**src/rtl/processor_pkg.sv**
```systemverilog
// Shared processor definitions: reset constants, fetch-state encoding and
// the next-PC selection rule used by the instruction fetch unit.
package processor_pkg;

  localparam logic [15:0] RESET_VECTOR = 16'h0000;
  localparam logic [15:0] INSTR_NOP    = 16'h0000;

  typedef enum logic [1:0] {
    IDLE    = 2'd0,
    ISSUE   = 2'd1,
    CAPTURE = 2'd2
  } fetch_state_t;

  // Jump beats branch beats sequential; all arithmetic wraps at 16 bits.
  function automatic logic [15:0] next_pc(
    input logic [15:0] cur_pc,
    input logic        jump_en,
    input logic [15:0] jump_target,
    input logic        branch_mux,
    input logic [7:0]  branch_disp
  );
    logic [15:0] pc_inc;
    pc_inc = cur_pc + 16'd1;
    if (jump_en)
      return jump_target;
    if (branch_mux)
      return pc_inc + {{8{branch_disp[7]}}, branch_disp};
    return pc_inc;
  endfunction

endpackage

```
**src/rtl/instruction_fetch_unit.sv**
```systemverilog
// Instruction fetch unit: owns the PC, issues single-word reads on memory
// port A and latches the returned instruction one cycle later.
module instruction_fetch_unit (
  input  logic        clock,
  input  logic        reset,
  input  logic        fetchReq,
  input  logic        pcEnabled,
  input  logic        branchMux,
  input  logic [7:0]  branchDisp,
  input  logic        jumpEn,
  input  logic [15:0] jumpTarget,
  input  logic [15:0] memData,
  output logic [15:0] memAddr,
  output logic        memEn,
  output logic [15:0] instruction,
  output logic        instrValid,
  output logic [15:0] pc,
  output logic [15:0] pcPlusOne,
  output logic        busy
);

  import processor_pkg::*;

  fetch_state_t state;
  fetch_state_t state_next;
  logic [15:0]  pc_target;
  logic [15:0]  pending_pc;
  logic         pending_valid;

  assign pc_target = next_pc(pc, jumpEn, jumpTarget, branchMux, branchDisp);
  assign memAddr   = pc;
  assign pcPlusOne = pc + 16'd1;

  // NOTE: sequential state uses non-blocking assignments so every register
  // samples pre-edge values regardless of process ordering.
  always_ff @(posedge clock or posedge reset) begin
    if (reset)
      state <= IDLE;
    else
      state <= state_next;
  end

  // NOTE: every always_comb output gets a default first, so no path can
  // leave it unassigned and infer a latch.
  always_comb begin
    state_next = state;
    case (state)
      IDLE:    if (fetchReq) state_next = ISSUE;
      ISSUE:   state_next = CAPTURE;
      CAPTURE: state_next = IDLE;
      default: state_next = IDLE;
    endcase
  end

  always_comb begin
    memEn = 1'b0;
    busy  = 1'b0;
    case (state)
      ISSUE: begin
        memEn = 1'b1;
        busy  = 1'b1;
      end
      CAPTURE: busy = 1'b1;
      default: ;
    endcase
  end

  // NOTE: the pending register is reset along with the PC so a fetch aborted
  // by reset can never leak a stale redirect into the next run.
  always_ff @(posedge clock or posedge reset) begin
    if (reset) begin
      pc            <= RESET_VECTOR;
      pending_pc    <= RESET_VECTOR;
      pending_valid <= 1'b0;
      instruction   <= INSTR_NOP;
      instrValid    <= 1'b0;
    end else begin
      case (state)
        IDLE: begin
          if (pcEnabled)
            pc <= pc_target;
          if (fetchReq)
            instrValid <= 1'b0;
        end
        ISSUE: begin
          if (pcEnabled) begin
            pending_pc    <= pc_target;
            pending_valid <= 1'b1;
          end
        end
        CAPTURE: begin
          instruction   <= memData;
          instrValid    <= 1'b1;
          pending_valid <= 1'b0;
          // A redirect arriving now overwrites the pending one and is
          // committed on this same edge, so it goes straight into pc.
          if (pcEnabled)
            pc <= pc_target;
          else if (pending_valid)
            pc <= pending_pc;
        end
        default: ;
      endcase
    end
  end

endmodule

```
**config.mk**
```make
export PLATFORM = sky130hd
export DESIGN_NAME = instruction_fetch_unit
export DESIGN_NICKNAME = d
export VERILOG_FILES = /design/src/rtl/processor_pkg.sv /design/src/rtl/instruction_fetch_unit.sv
export SDC_FILE = /design/constraint.sdc
export NUM_CORES = 1
export LEC_CHECK = 0
export ABC_AREA = 1
export BUFFER_PORTS_ARGS = -buffer_cell sky130_fd_sc_hd__buf_2
export CORE_MARGIN = 1
export CORE_UTILIZATION = 45
export CTS_CLUSTER_SIZE = 25
export DETAILED_ROUTE_END_ITERATION = 8
export PLACE_DENSITY = 0.81
export SYNTH_ARGS = -nofsm -noshare
export SYNTH_HDL_FRONTEND = slang
export SYNTH_SLANG_ARGS = --single-unit
```
**constraint.sdc**
```tcl
create_clock -name clock -period 3.1 [get_ports clock]
set_clock_uncertainty 0.05 [all_clocks]
set_input_delay 0.62 -clock clock [delete_from_list [all_inputs] [get_ports clock]]
set_output_delay 0.62 -clock clock [all_outputs]
set_load 0.005 [all_outputs]
```
==> qor.yml <==
status: "completed"
synth_edf_count: 0
final.period_utilization_pct: 91.7
hold_class: "in2async"
clkSlewWorstSetupHoldPaths_ns: 0.09
layout_commonest_cell: "nand2_1"
fmax_mhz: 352
dpl_cell_area_mm2: 0.00447
die_y_um: 95.5
filler_cell_count: 834
cts_htree_levels: 2
maxSlewHeadroom_pct: 55.4
maxSlewViolCount: 0
die_w_um: 95.5
core_mm2: 0.00834
start_util_pct: 47.2
syn_inst: 580
cts_root_buf: "clkbuf_8"
final_area_mm2: 0.00464
drt_iter0_markers: 187
synth_warnings: 0
synthArstFlopShare_pct: 100
worst_skew_pair.late_latency_ns: 0.30
fin_tns_setup_ns: 0
grt_pass1_vias: 3588
wirelength_mm: 10.1
cp.arrival_ns: 3.00
worst_slew_pin_slew_ns: 0.668
crit_family: "simple AND/OR/NAND/NOR gates"
hpwlAfterDp_mm: 7.95
criticalPathCategory: "reg2reg"
grt_util_met1_pct: 32.4
cpMostUsedCell: "nand2_1"
grt_busiest_layer: "met2"
grt_antenna_before_repair: 0
start_kind: "flip-flop"
gp_congestion: 0.973
grt_overflow_total: 0
grt_pass1_wl_mm: 16.8
syn-cell-area_mm2: 0.00393
grt_max_degree: 29
drt_pass1_iterations: 7
cp_slowest_stage_delay_ns: 0.43
irDropWorstVdd_mv: 0.484
fin_crit_ns: 2.84
hold_violations: 0
hold_buffers: 0
clockBufferDepth: 2
cts_buffers: 5
crit_slowest_cell: "dfrtp_1"
fin_nets: 742
diodes: 0
ios: 113
synth.ff_latch_count: 52
syn_area_per_cell_um2: 6.78
p_leak_nw: 2.64
drv_cap: 0
syn_nets: 650
use_met2_pct: 38.5
setup_viol_count_final: 0
cts_sinks: 52
globalRouteMet3Util_pct: 3.27
required_ns: 3.25
post_drt_wl_per_cell_um: 13.0
via_count: 3929
rsz0062_at_grt: "false"
ys_types: 40
power.density_mw_per_mm2: 968
end_kind: "flip-flop"
port_buffers: 112
dp.cells: 770
finish.utilization_pct: 55.7
mostFrequentLayoutCells: "nand2_1 (203), buf_2 (112), inv_1 (57)"
design.die.area_mm2: 0.00912
synth-main-ff-cell: "dfrtp_1"
drive_gt1_share_pct: 24.8
globalRouteTotalUtil_pct: 23.6
path_buf_inv: 3
crit_fanout: 6
ys_seq_area_share_pct: 33.1
final_cells: 778
via_per_inst: 5.05
cp_cell_sequence: "ha_1 -> nand2_1 -> inv_2 -> nand2_4 -> nor2_2 -> inv_1 -> o21ai_1 -> nand2_1 -> inv_1 -> ha_4 -> nand2_1 -> a21oi_1 -> nor2_1 -> nand3_1 -> nand2_1 -> nand2_1 -> o21ai_2 -> nand3_1 -> nand2_1 -> nand2_1"
area_growth_pct: 18.1
num_rows: 33
ant_nets: 0
drcViolationCount: 0
cts_tree: "built"
-- worst paths after layout --
path	start	to	slack (ns)	cells after the start
worst max-delay path	memAddr[0]	memAddr[12]	0.26	20
worst min-delay path	reset	pending_pc[12]	0.31	2
worst max register to register	memAddr[0]	memAddr[12]	0.26	20
worst min register to register	instruction[8]	instruction[8]	0.43	2
max in group asynchronous	reset	memAddr[5]	1.93	3
min in group clock	instruction[8]	instruction[8]	0.43	2
-- flip-flops by register name (all words and copies together), names as in the netlist --
name / cells
state: 2
memAddr: 16
pending_pc: 16
pending_valid: 1
instruction: 16
instrValid: 1
-- per-stage QoR --
stage	hold slack, ns	total power, mW	setup slack, ns
2_1_floorplan	0.394	3.17	0.601
3_3_place_gp	0.400	3.87	0.220
3_5_place_dp	0.406	3.94	0.182
4_1_cts	0.325	4.45	0.161
5_1_grt	0.355	4.98	0.00553
6_report	0.305	4.50	0.257
-- cells in the mapped netlist (2+ instances only) --
master	count	area (um^2)
xnor2_1	3	26.3
inv_2	9	33.8
nor2_2	3	18.8
ha_1	23	288
clkbuf_1	5	18.8
inv_1	58	218
o21ai_0	18	90.1
o21ai_2	4	35.0
a21oi_2	2	17.5
nand3_2	2	20.0
nand3b_1	2	15.0
nor2_4	2	22.5
and2_1	2	12.5
nor2_1	54	203
nand2_4	2	22.5
a21oi_1	20	100
o211ai_1	2	15.0
buf_4	18	135
a31oi_1	10	62.6
nor3_1	2	10.0
nand2_1	203	762
xor2_1	9	78.8
buf_2	4	20.0
buf_1	4	15.0
o21bai_1	4	30.0
nand2_2	3	18.8
dfrtp_1	52	1300
nand3_1	29	145
o21ai_1	20	100
-- logic make-up (layout without fill, tap and decap cells) --
| kind of cell | Yosys count | count (layout) | share of synthesized area, % |
|---|---|---|---|
| buffers and inverters | 99 | 192 | 11.3 |
| adders and majority gates | 24 | 24 | 7.82 |
| and+or+nand+nor | 309 | 309 | 32.6 |
| xor gates and xnor gates | 13 | 13 | 3.09 |
| DFF | 52 | 52 | 33.1 |
| AOI/OAI and AO/OA | 83 | 83 | 12.1 |
-- per-layer routing --
metal / up-vias / share of wire (%)
li1: 1991 / -
met1: 1783 / 46
met2: 135 / 45
met3: 20 / 6.4
met4: 0 / 2.7
met5: - / 0
-- final cells by class --
class | count | area, um^2 | share of cell area, %
Clock buffer | 7 | 96.3 | 2.07
Clock inverter | 1 | 30.0 | 0.647
Inverter | 68 | 255 | 5.50
Multi-Input combinational cell | 429 | 2230 | 48.0
Sequential cell | 52 | 1310 | 28.2
Tap cell | 105 | 131 | 2.83
Timing Repair Buffer | 116 | 591 | 12.7
-- repair_timing --
action,in CTS,in global routing
endpoints found under the setup margin,0,3
resized for setup,0,12
setup buffers,0,0
-- worst reg2reg max path: stages (launching register included) --
cell and delay, ns:
dfrtp_1 0.43, ha_1 0.20, nand2_1 0.06, inv_2 0.11, nand2_4 0.08, nor2_2 0.10, inv_1 0.06, o21ai_1 0.11
nand2_1 0.10, inv_1 0.14, ha_4 0.23, nand2_1 0.12, a21oi_1 0.06, nor2_1 0.16, nand3_1 0.18, nand2_1 0.09
nand2_1 0.06, o21ai_2 0.19, nand3_1 0.09, nand2_1 0.10, nand2_1 0.05
-- where the power goes --
| group | total (mW) | leakage [nW] | switching [mW] | internal (mW) |
|---|---|---|---|---|
| Clock | 0.499 | 0.0645 | 0.215 | 0.285 |
| Sequential | 1.32 | 0.623 | 0.295 | 1.02 |
| Combinational | 2.68 | 1.96 | 1.61 | 1.07 |
No activity file was read; power rests on OpenSTA's default activity.
